`config.mk`:
```
export PLATFORM = sky130hd
export DESIGN_NAME = abus_master_port
export DESIGN_NICKNAME = d
export VERILOG_FILES = /design/src/rtl/abus_pkg.sv /design/src/rtl/abus_req_fifo.sv /design/src/rtl/abus_master_port.sv
export SDC_FILE = /design/constraint.sdc
export NUM_CORES = 1
export LEC_CHECK = 0
export ABC_AREA = 1
export BUFFER_PORTS_ARGS = -buffer_cell sky130_fd_sc_hd__buf_2
export CAP_MARGIN = 40
export CORE_MARGIN = 10
export CORE_UTILIZATION = 31
export CTS_CLUSTER_SIZE = 8
export DETAILED_ROUTE_END_ITERATION = 7
export SLEW_MARGIN = 40
export SYNTH_ARGS = -nofsm -noshare
export SYNTH_HDL_FRONTEND = slang
export SYNTH_HIERARCHICAL = 1
export SYNTH_SLANG_ARGS = --single-unit
```
`constraint.sdc`:
```
create_clock -name bus_clk -period 3.7 [get_ports bus_clk]
set_input_delay 0.555 -clock bus_clk [delete_from_list [all_inputs] [get_ports bus_clk]]
set_output_delay 0.555 -clock bus_clk [all_outputs]
set_load 0.05 [all_outputs]
```
`src/rtl/abus_pkg.sv`:
```
// Shared ABUS definitions: id encoding, timeout counter width and master-port FSM states.
package abus_pkg;

    localparam int unsigned ABUS_ID_WIDTH = 3;
    localparam logic [ABUS_ID_WIDTH-1:0] ABUS_ID_NONE = 3'b000;
    localparam int unsigned ABUS_TO_WIDTH = 8;

    typedef enum logic [1:0] {
        ST_IDLE = 2'd0,
        ST_REQ  = 2'd1,
        ST_DATA = 2'd2
    } abus_state_e;

endpackage

```
`src/rtl/abus_req_fifo.sv`:
```
// Synchronous request FIFO holding {address, wdata}; head is always visible on pop_data.
module abus_req_fifo #(
    parameter int unsigned WIDTH = 32,
    parameter int unsigned DEPTH = 4
) (
    input  logic             clk,
    input  logic             rst_n,
    input  logic             push,
    input  logic [WIDTH-1:0] push_data,
    input  logic             pop,
    output logic [WIDTH-1:0] pop_data,
    output logic             full,
    output logic             empty
);

    localparam int unsigned IDX_W = $clog2(DEPTH);
    localparam int unsigned PTR_W = IDX_W + 1;

    logic [WIDTH-1:0] mem [DEPTH];
    logic [PTR_W-1:0] wr_ptr;
    logic [PTR_W-1:0] rd_ptr;
    logic             do_push;
    logic             do_pop;

    // Extra pointer MSB distinguishes full from empty when the index bits match.
    assign empty    = (wr_ptr == rd_ptr);
    assign full     = (wr_ptr[PTR_W-1] != rd_ptr[PTR_W-1]) &&
                      (wr_ptr[IDX_W-1:0] == rd_ptr[IDX_W-1:0]);
    assign do_push  = push && !full;
    assign do_pop   = pop && !empty;
    assign pop_data = mem[rd_ptr[IDX_W-1:0]];

    always_ff @(posedge clk or negedge rst_n) begin
        if (!rst_n) begin
            wr_ptr <= '0;
            rd_ptr <= '0;
        end else begin
            if (do_push) begin
                wr_ptr <= wr_ptr + 1'b1;
            end
            if (do_pop) begin
                rd_ptr <= rd_ptr + 1'b1;
            end
        end
    end

    always_ff @(posedge clk) begin
        if (do_push) begin
            mem[wr_ptr[IDX_W-1:0]] <= push_data;
        end
    end

endmodule

```
`src/rtl/abus_master_port.sv`:
```
// Master-side ABUS adapter: buffers local requests, holds each on the bus until granted
// or timed out, and returns a single-cycle response pulse.
module abus_master_port
    import abus_pkg::*;
#(
    parameter int unsigned ADDR_WIDTH = 16,
    parameter int unsigned DATA_WIDTH = 16,
    parameter int unsigned MASTER_ID  = 1,
    parameter int unsigned FIFO_DEPTH = 4,
    parameter int unsigned TIMEOUT    = 15
) (
    input  logic                     bus_clk,
    input  logic                     bus_rstb,
    input  logic                     req_valid,
    output logic                     req_ready,
    input  logic [ADDR_WIDTH-1:0]    req_address,
    input  logic [DATA_WIDTH-1:0]    req_wdata,
    output logic                     rsp_valid,
    output logic [DATA_WIDTH-1:0]    rsp_rdata,
    output logic                     rsp_error,
    output logic                     bus_mvalid,
    output logic [ABUS_ID_WIDTH-1:0] bus_mid,
    output logic [ADDR_WIDTH-1:0]    bus_maddress,
    output logic [DATA_WIDTH-1:0]    bus_mwdata,
    input  logic [ABUS_ID_WIDTH-1:0] bus_mbid,
    input  logic [DATA_WIDTH-1:0]    bus_mrdata
);

    localparam int unsigned ENTRY_WIDTH = ADDR_WIDTH + DATA_WIDTH;
    localparam logic [ABUS_ID_WIDTH-1:0] OWN_ID  = ABUS_ID_WIDTH'(MASTER_ID);
    localparam logic [ABUS_TO_WIDTH-1:0] TO_LAST = ABUS_TO_WIDTH'(TIMEOUT - 1);

    abus_state_e              state;
    logic [ABUS_TO_WIDTH-1:0] to_cnt;
    logic [ENTRY_WIDTH-1:0]   head;
    logic [ADDR_WIDTH-1:0]    head_address;
    logic [DATA_WIDTH-1:0]    head_wdata;
    logic                     fifo_full;
    logic                     fifo_empty;
    logic                     grant;
    logic                     expire;
    logic                     pop;

    assign head_address = head[ENTRY_WIDTH-1:DATA_WIDTH];
    assign head_wdata   = head[DATA_WIDTH-1:0];

    // A grant in the expiry cycle takes priority over the timeout.
    assign grant     = (state == ST_REQ) && (bus_mbid == OWN_ID);
    assign expire    = (state == ST_REQ) && !grant && (to_cnt == TO_LAST);
    assign pop       = grant || expire;
    assign req_ready = !fifo_full;

    abus_req_fifo #(
        .WIDTH (ENTRY_WIDTH),
        .DEPTH (FIFO_DEPTH)
    ) u_fifo (
        .clk       (bus_clk),
        .rst_n     (bus_rstb),
        .push      (req_valid),
        .push_data ({req_address, req_wdata}),
        .pop       (pop),
        .pop_data  (head),
        .full      (fifo_full),
        .empty     (fifo_empty)
    );

    always_ff @(posedge bus_clk or negedge bus_rstb) begin
        if (!bus_rstb) begin
            state        <= ST_IDLE;
            to_cnt       <= '0;
            rsp_valid    <= 1'b0;
            rsp_error    <= 1'b0;
            rsp_rdata    <= '0;
            bus_mvalid   <= 1'b0;
            bus_mid      <= ABUS_ID_NONE;
            bus_maddress <= '0;
            bus_mwdata   <= '0;
        end else begin
            rsp_valid <= 1'b0;
            rsp_error <= 1'b0;
            rsp_rdata <= '0;
            case (state)
                ST_IDLE: begin
                    if (!fifo_empty) begin
                        state        <= ST_REQ;
                        to_cnt       <= '0;
                        bus_mvalid   <= 1'b1;
                        bus_mid      <= OWN_ID;
                        bus_maddress <= head_address;
                        bus_mwdata   <= head_wdata;
                    end
                end
                ST_REQ: begin
                    if (grant || expire) begin
                        state        <= grant ? ST_DATA : ST_IDLE;
                        bus_mvalid   <= 1'b0;
                        bus_mid      <= ABUS_ID_NONE;
                        bus_maddress <= '0;
                        bus_mwdata   <= '0;
                        rsp_valid    <= expire;
                        rsp_error    <= expire;
                    end else begin
                        to_cnt <= to_cnt + 1'b1;
                    end
                end
                ST_DATA: begin
                    rsp_valid <= 1'b1;
                    rsp_rdata <= bus_mrdata;
                    // The granted entry was popped on the grant edge, so the head here is the next one.
                    if (!fifo_empty) begin
                        state        <= ST_REQ;
                        to_cnt       <= '0;
                        bus_mvalid   <= 1'b1;
                        bus_mid      <= OWN_ID;
                        bus_maddress <= head_address;
                        bus_mwdata   <= head_wdata;
                    end else begin
                        state <= ST_IDLE;
                    end
                end
                default: begin
                    state <= ST_IDLE;
                end
            endcase
        end
    end

endmodule

```
==> results of run 1 <==
==> state kept, by name, summed over array words and instances, names as in the netlist <==
register       count
u_fifo/wr_ptr      3
rsp_error          1
bus_mwdata        16
to_cnt             8
u_fifo/mem       128
state              2
bus_maddress      16
bus_mid            1
u_fifo/rd_ptr      3
rsp_valid          1
rsp_rdata         16
==> cell families (layout without fill, tap and decap cells) <==
group,Yosys count,in the layout,synth area share
AO/OA/AOI/OAI,106,106,0.0739
other,1,3,0.000474
XOR/XNOR,3,3,0.00427
buffers and inverters,81,190,0.0519
flip-flops,195,195,0.698
AND/OR/NAND/NOR,283,283,0.154
adder cells (fa/ha/maj),11,11,0.0174
==> Yosys cell counts, drive strengths merged <==
library cell,instances
nor2,79
nand3,55
xnor2,1
o21ai,72
nand2,144
buf,31
ha,11
xor2,2
nand3b,2
or2,2
a21boi,1
dfrtp,67
nor3,1
conb,1
o22ai,32
inv,44
a21oi,1
clkbuf,6
edfxtp,128
==> metal layers <==
| metal | GRT usage | up-vias | part of all wire |
|---|---|---|---|
| met5 | 0 | - | 0.00055 |
| met4 | 0.0344 | 2 | 0.015 |
| met3 | 0.0329 | 22 | 0.061 |
| met2 | 0.185 | 148 | 0.48 |
| met1 | 0.139 | 2504 | 0.45 |
| li1 | - | 2514 | - |
==> metrics by stage <==
step                 util  setup WS, ns  total power (uW)  instance area, um2  std cells
global route        0.368          1.24              8330                9260       1121
global placement    0.346          1.43              6130                8710       1088
CTS                 0.368          1.39              7910                9260       1120
detailed placement  0.346          1.42              6180                8710       1088
finish              0.368          1.43              7800                9260       1121
floorplan               -          1.05              5450                7920        681
==> cell type report <==
cell class,instances,share of cell area
flip-flops and latches,195,0.596
multi-input cells,405,0.217
repair buffers,114,0.0644
clock buffers,20,0.0471
well taps,330,0.0446
inverters,44,0.0178
clock inverters,12,0.0123
diodes,1,0.000270
==> worst max-delay path: stages (launching register included) <==
cell and delay, ns:
dfrtp_1 0.42, inv_1 0.10, ha_1 0.54, inv_2 0.11, nand2_4 0.12, inv_2 0.09
nor3_4 0.11, buf_4 0.39, nand3_1 0.20, nand2_1 0.12
==> path summary, 6_finish.rpt <==
check | cells past startpoint | slack (ns) | endpoint
setup / recovery | 9 | 1.43 | bus_mwdata[9]
hold / removal | 1 | 0.14 | to_cnt[2]
setup reg to reg | 9 | 1.43 | bus_mwdata[9]
hold reg to reg | 2 | 0.47 | bus_mwdata[11]
max in group asynchronous | 1 | 3.09 | u_fifo/rd_ptr[0]
min in group bus_clk | 3 | 0.31 | rsp_rdata[2]
==> report_power, final <==
part,leakage (uW),total (uW),internal [uW],switching [uW]
sequential,0.00206,3080,2870,211
combinational,0.00169,2990,764,2230
clock,0.000266,1730,888,845
==> flow_metrics.env, run 1 <==
export IMPL_status="finished, final reports clean"
export IMPL_yosysSeqAreaShare=0.698
export IMPL_io_pins=109
export IMPL_drive_gt1_frac=0.211
export IMPL_viasPerCell=4.63
export IMPL_antenna_found_initial=2
export IMPL_wl_per_cell_um=16.2
export IMPL_num_fill_cells=2480
export IMPL_grt_max_degree=68
export IMPL_path_max_fanout=33
export IMPL_hold_violations=0
export IMPL_worst_slew_pin_slew_ns=0.707
export IMPL_synthTopCellsByArea="edfxtp_1 49%, dfrtp_1 21%, nand2_1 6.5%, nor2_1 3.7%, o21ai_0 3.5%"
export IMPL_routed_wl_um=18100
export IMPL_postCtsSetupRepairBufs=0
export IMPL_place_congestion=0.781
export IMPL_cts_htree_levels=4
export IMPL_ctsHoldBuffers=0
export IMPL_dpl_hpwl_um=11100
export IMPL_r2r_start="state[0]"
export IMPL_io_buffer_count=106
export IMPL_final_cell_mix="138 x nand2_1, 128 x edfxtp_1, 105 x buf_2"
export IMPL_gr_total_overflow=0
export IMPL_grtUsageTotal=0.112
export IMPL_cap_violations=0
export IMPL_tns_ns=0
export IMPL_yosysWarnings=6
export IMPL_layout_min_cycle_time_ns=2.27
export IMPL_synthCells=680
export IMPL_fmax_ghz=0.441
export IMPL_grt_pass1_wl_um=28700
export IMPL_max_vdd_ir_drop_uv=447
export IMPL_die_h_um=180
export IMPL_rows=58
export IMPL_path_clk_slew_ns=0.07
export IMPL_crit_required_ns=4.07
export IMPL_first_iter_violations=330
export IMPL_crit_path_start_kind="flip-flop"
export IMPL_syn_cell_area_um2=7910
export IMPL_hold_slack_ns=0.136
export IMPL_endpoint_kind="flip-flop"
export IMPL_root_buffer="clkbuf_16"
export IMPL_cts_tree="done"
export IMPL_cts_num_sinks=195
export IMPL_drc=0
export IMPL_die_w_um=180
export IMPL_p_per_area_nw_per_um2=842
export IMPL_fin_skew_ns=0.0120
export IMPL_cts_buffers=17
export IMPL_hp_class="primary input to asynchronous set/reset pin"
export IMPL_p_leak_uw=0.00402
export IMPL_core_area_um2=25200
export IMPL_syn_area_per_cell_um2=11.6
export IMPL_cts_resized=0
export IMPL_grt_pass1_vias=5097
export IMPL_maxSlewViolCount=0
export IMPL_yosysTopAreaCellShare=0.486
export IMPL_seq_area_um2=5520
export IMPL_crit_path_start="state[0]"
export IMPL_synth_top_area_cell="edfxtp_1"
export IMPL_period_share=0.612
export IMPL_synth_cell_types=27
export IMPL_critical_path_class="flip-flop to flip-flop"
export IMPL_syn_to_final_growth_pct=17.1
export IMPL_num_vias=5190
export IMPL_final_common_cell="nand2_1"
export IMPL_firstDrtPassIters=5
export IMPL_die_area_um2=32300
export IMPL_clk_latency_ns=0.44
export IMPL_start_util=0.314
export IMPL_setup_violations_final=0
export IMPL_slew_headroom=0.528
export IMPL_rsz0062_at_grt="no"
export IMPL_synth_seq_cells=195
export IMPL_final_net_count=842
export IMPL_multi_input_area_um2=2010
export IMPL_ant_nets=0
export IMPL_clockBufferDepth=2
export IMPL_cp_data_arrival_time_ns=2.63
(Power assumes the default switching activity.)
==> run 2: changes to the inputs <==
- clock period: 3.7 -> 2.1 ns (I/O delays scaled with it)
==> flow_metrics.env, run 2 (synthesis gave the netlist of run 1 again) <==
export IMPL_status="finished, final reports clean"
export IMPL_start_util=0.314
export IMPL_layout_min_cycle_time_ns=1.92
export IMPL_grt_pass1_wl_um=29600
export IMPL_core_area_um2=25200
export IMPL_slew_headroom=0.542
export IMPL_placed_cells=1098
export IMPL_p_per_area_nw_per_um2=1490
export IMPL_rrSetupSlack_ns=0.37
export IMPL_place_congestion=0.787
export IMPL_rows=58
export IMPL_worst_slew_pin_slew_ns=0.687
export IMPL_die_w_um=180
export IMPL_endpoint_kind="output pin"
export IMPL_dpl_hpwl_um=11900
export IMPL_grt_pass1_vias=5194
export IMPL_wl_per_cell_um=16.5
export IMPL_postCtsSetupRepairBufs=0
export IMPL_grtUsageTotal=0.116
export IMPL_clockBufferDepth=2
export IMPL_final_common_cell="nand2_1"
export IMPL_final_cell_mix="138 x nand2_1, 128 x edfxtp_1, 105 x buf_2"
export IMPL_crit_path_frequent_cell="inv_1"
export IMPL_crit_path_start_kind="flip-flop"
export IMPL_routed_wl_um=18700
export IMPL_drc=0
export IMPL_firstDrtPassIters=4
export IMPL_io_buffer_count=106
export IMPL_largest_reg_flops=128
export IMPL_reg2reg_depth=9
export IMPL_period_share=0.915
export IMPL_critPathMaxStageDelay_ns=0.45
export IMPL_die_area_um2=32300
export IMPL_hold_violations=0
export IMPL_first_iter_violations=241
export IMPL_ant_nets=0
export IMPL_cts_tree="done"
export IMPL_gr_total_overflow=0
export IMPL_max_vdd_ir_drop_uv=634
export IMPL_cts_buffers=17
export IMPL_crit_required_ns=1.78
export IMPL_viasPerCell=4.59
export IMPL_cts_htree_levels=4
export IMPL_crit_chain="xnor2_2, nand3_4, inv_1, inv_1, buf_2"
export IMPL_num_vias=5192
export IMPL_holdPathStages=3
export IMPL_drive_gt1_frac=0.225
export IMPL_r2r_end="bus_mwdata[1]"
export IMPL_final_net_count=853
export IMPL_path_clk_slew_ns=0.07
export IMPL_antenna_found_initial=4
export IMPL_fin_skew_ns=0.0177
export IMPL_min_to="rsp_rdata[9]"
export IMPL_io_pins=109
export IMPL_clk_latency_ns=0.44
export IMPL_fmax_ghz=0.520
export IMPL_syn_to_final_growth_pct=19.8
export IMPL_rsz0062_at_grt="no"
export IMPL_critical_path_class="flip-flop to output pin"
export IMPL_fin_cells=1132
export IMPL_cts_num_sinks=195
export IMPL_hp_class="primary input to flip-flop"
export IMPL_grt_max_degree=66
export IMPL_path_max_fanout=5
export IMPL_cap_violations=0
export IMPL_fin_util=0.376
export IMPL_die_h_um=180
export IMPL_slowest_stage="dfrtp_1"
export IMPL_cp_data_arrival_time_ns=1.61
export IMPL_setup_violations_final=0
export IMPL_hold_slack_ns=0.0690
export IMPL_r2r_start="state[1]"
export IMPL_maxSlewViolCount=0
export IMPL_p_leak_uw=0.00412
export IMPL_root_buffer="clkbuf_16"
export IMPL_hold_path_startpoint="bus_mrdata[9]"
-- run 2: changes by cell type in the layout (fill, tap and decap cells not counted), moves of 2 or more --
cell      delta
clkinv_8     +2
buf_12       +8
buf_4        +3
clkinv_2     +3
inv_6        -2
-- run 2: final cells by class --
class                      instances  area [um2]
antenna                            1        2.50
clock buffer                      19         433
clock inverter                    13         150
fill                            2473       15700
inverter                          44         165
multi-input combinational        405        2010
sequential                       195        5520
tap                              330         413
timing repair buffer             125         778
-- run 2: routing by layer --
metal | wire, um | vias up | part of all wire | global-route usage
li1 | - | 2537 | - | -
met5 | 22 | - | 0.0012 | 0
met3 | 1170 | 25 | 0.062 | 0.0382
met2 | 8900 | 133 | 0.48 | 0.188
met4 | 269 | 6 | 0.014 | 0.0367
met1 | 8350 | 2491 | 0.45 | 0.142
-- run 2: power breakdown --
| part | switching, uW | internal, uW |
|---|---|---|
| Sequential | 387 | 5050 |
| Clock | 1490 | 1680 |
| Combinational | 3960 | 1590 |
-- run 2: worst max-delay path: cells and delay by family (launching register included) --
kind	cells	cell delay, ns
and+or+nand+nor	1	0.14
buffers and inverters	3	0.34
DFF	1	0.45
xor gates and xnor gates	1	0.24
-- run 2: through the flow --
| stage | instance area, um2 | power, uW | worst slack, ns | TNS [ns] |
|---|---|---|---|---|
| floorplan | 7930 | 9610 | -0.0301 | -3.86 |
| global placement | 8880 | 11100 | 0.363 | 0 |
| detailed placement | 8880 | 11200 | 0.305 | 0 |
| CTS | 9480 | 14400 | 0.0843 | 0 |
| global route | 9480 | 15100 | 0.0366 | 0 |
| finish | 9480 | 14200 | 0.178 | 0 |
-- run 2: worst max path at each step --
| stage | startpoint | to | depth (start not counted) |
|---|---|---|---|
| floorplan | u_fifo/rd_ptr[0] | u_fifo/mem[0][0] | 6 |
| global placement | state[1] | bus_mid[0] | 9 |
| detailed placement | u_fifo/wr_ptr[0] | to_cnt[4] | 8 |
| CTS | u_fifo/wr_ptr[0] | req_ready | 7 |
| global route | u_fifo/wr_ptr[0] | req_ready | 7 |
| finish | u_fifo/wr_ptr[1] | req_ready | 5 |
-- run 2: what timing repair did --
action	in CTS	in global routing
setup endpoints to repair	0	1
hold buffers	1	0
gates resized for setup	0	1
hold endpoints to repair	41	0
==> run 3: changes to the inputs <==
- ABC_AREA: 1 -> not set
- SETUP_SLACK_MARGIN: not set -> 0.05
- SYNTH_HIERARCHICAL: 1 -> not set
==> flow_metrics.env, run 3 <==
export IMPL_status="finished, final reports clean"
export IMPL_critical_path_class="flip-flop to output pin"
export IMPL_r2r_end="u_fifo.rd_ptr[1]"
export IMPL_final_common_cell="edfxtp_1"
export IMPL_start_util=0.314
export IMPL_die_area_um2=32100
export IMPL_layout_min_cycle_time_ns=1.93
export IMPL_drive_gt1_frac=0.450
export IMPL_io_pins=109
export IMPL_dpl_hpwl_um=11200
export IMPL_min_to="u_fifo.mem[2][0]"
export IMPL_yosys_cell_count_top_type="edfxtp_1"
export IMPL_holdPathStages=1
export IMPL_ant_nets=0
export IMPL_slowest_stage="dfrtp_1"
export IMPL_p_leak_uw=0.00385
export IMPL_max_vdd_ir_drop_uv=777
export IMPL_cts_num_sinks=195
export IMPL_async_flop_share=0.344
export IMPL_io_buffer_count=106
export IMPL_wl_per_cell_um=18.2
export IMPL_path_delay_family="flip-flops"
export IMPL_synth_edf_count=128
export IMPL_grtUsageTotal=0.107
export IMPL_cp_data_arrival_time_ns=1.61
export IMPL_gr_total_overflow=0
export IMPL_hold_violations=0
export IMPL_rows=58
export IMPL_drc=0
export IMPL_path_clk_slew_ns=0.08
export IMPL_place_congestion=0.756
export IMPL_hold_slack_ns=0.0968
export IMPL_synthTopCellsByArea="edfxtp_1 49%, dfrtp_1 21%, mux4_2 9.2%, o2bb2ai_2 5.9%, inv_1 2.0%"
export IMPL_placed_cells=867
export IMPL_period_share=0.917
export IMPL_die_h_um=179
export IMPL_viasPerCell=4.53
export IMPL_synth_cell_types=46
export IMPL_synth_top_area_cell="edfxtp_1"
export IMPL_synthCells=423
export IMPL_rrSetupSlack_ns=0.18
export IMPL_syn_cell_area_um2=7860
export IMPL_yosysWarnings=0
export IMPL_largest_reg_flops=128
export IMPL_hold_path_startpoint="req_wdata[0]"
export IMPL_crit_chain="xor2_2, nand3_1, buf_2"
export IMPL_r2r_start="state[1]"
export IMPL_crit_required_ns=1.78
export IMPL_fmax_ghz=0.519
export IMPL_syn_area_per_cell_um2=18.6
export IMPL_final_net_count=623
export IMPL_routed_wl_um=16500
export IMPL_clockBufferDepth=2
export IMPL_antenna_found_initial=2
export IMPL_setup_violations_final=0
export IMPL_root_buffer="clkbuf_16"
export IMPL_cts_htree_levels=4
export IMPL_tns_ns=0
export IMPL_syn_to_final_growth_pct=21.9
export IMPL_crit_buf_inv=1
export IMPL_fin_cells=902
export IMPL_die_w_um=179
export IMPL_endpoint_kind="output pin"
export IMPL_num_fill_cells=2337
export IMPL_yosysSeqAreaShare=0.703
export IMPL_core_area_um2=25000
export IMPL_hp_class="primary input to flip-flop"
export IMPL_yosysTopAreaCellShare=0.489
export IMPL_first_iter_violations=224
export IMPL_critPathMaxStageDelay_ns=0.42
export IMPL_grt_pass1_vias=4648
export IMPL_crit_path_start_kind="flip-flop"
export IMPL_cts_buffers=17
export IMPL_final_cell_mix="128 x edfxtp_1, 105 x buf_2, 64 x dfrtp_1"
export IMPL_cap_violations=0
export IMPL_synth_seq_cells=195
export IMPL_synth_top_flop_cell="edfxtp_1"
export IMPL_p_per_area_nw_per_um2=1520
export IMPL_cts_tree="done"
export IMPL_slew_headroom=0.558
export IMPL_reg2reg_depth=8
export IMPL_num_vias=4088
export IMPL_grt_max_degree=52
export IMPL_worst_slew_pin_slew_ns=0.664
export IMPL_clk_latency_ns=0.43
export IMPL_maxSlewViolCount=0
export IMPL_path_max_fanout=4
export IMPL_synthTopCellsByCount="128 x edfxtp_1, 67 x dfrtp_1, 42 x inv_1"
export IMPL_rsz0062_at_grt="no"
export IMPL_fin_skew_ns=0.0153
export IMPL_grt_pass1_wl_um=26000
export IMPL_firstDrtPassIters=4
-- run 3: cell types whose count changed in the layout (fill, tap and decap cells not counted), sizes merged, moves of 10 or more --
cell / change
nand2: -137
nor2: -75
o21ai: -70
nand3: -47
o2bb2ai: +33
mux4: +32
o22ai: -32
and2: +20
buf: +10
-- run 3: how the worst max path moves through the flow --
stage | startpoint | endpoint | slack (ns) | cells past startpoint
2_1_floorplan | u_fifo.rd_ptr[1] | u_fifo.mem[3][0] | 0.12 | 4
3_3_place_gp | state[1] | bus_maddress[11] | 0.13 | 7
3_5_place_dp | state[0] | bus_maddress[11] | 0.08 | 7
4_1_cts | state[0] | bus_maddress[7] | 0.06 | 7
5_1_grt | state[1] | bus_mwdata[3] | 0.06 | 7
6_report | u_fifo.rd_ptr[2] | req_ready | 0.17 | 3
-- run 3: repair_timing --
item,in CTS,in global routing
setup endpoints to repair,0,36
hold endpoints to repair,49,0
hold buffers,1,0
resized for setup,0,5
setup buffers,0,1
-- run 3: final cells by class --
| type | count | area [um2] | area share |
|---|---|---|---|
| Clock buffer | 18 | 439 | 0.0459 |
| Sequential cell | 195 | 5520 | 0.577 |
| Tap cell | 330 | 413 | 0.0431 |
| Timing Repair Buffer | 135 | 853 | 0.0891 |
| Inverter | 42 | 158 | 0.0165 |
| Clock inverter | 14 | 120 | 0.0125 |
| Multi-Input combinational cell | 167 | 2070 | 0.216 |
| Antenna cell | 1 | 2.50 | 0.000261 |
-- run 3: metal layers --
| layer | global-route usage | vias up | share of wire |
|---|---|---|---|
| li1 | - | 1873 | - |
| met3 | 0.0341 | 19 | 0.066 |
| met4 | 0.0345 | 2 | 0.013 |
| met5 | 0 | - | 0.0012 |
| met1 | 0.126 | 2084 | 0.42 |
| met2 | 0.181 | 110 | 0.50 |
-- run 3: power by group --
group	total [uW]	internal, uW	switching, uW
clock network	3080	1590	1490
logic	5900	2320	3580
registers	5560	5110	450
-- run 3: kinds of logic after synthesis --
group	Yosys count	synth area share
other cells	1	0.000477
flops	195	0.703
buf+inv	62	0.0385
compound gates	53	0.0831
simple gates	57	0.0490
mux	35	0.0959
fa+ha+maj	11	0.0175
xor+xnor	9	0.0129
-- run 3: stage by stage --
step	util	setup WS [ns]	total power, uW	cell area (um2)
3_3_place_gp	0.358	0.126	11400	8960
6_report	0.383	0.174	14500	9580
4_1_cts	0.381	0.0632	14700	9530
3_5_place_dp	0.358	0.0789	11600	8960
2_1_floorplan	-	0.124	9860	7870
5_1_grt	0.382	0.0626	15400	9570
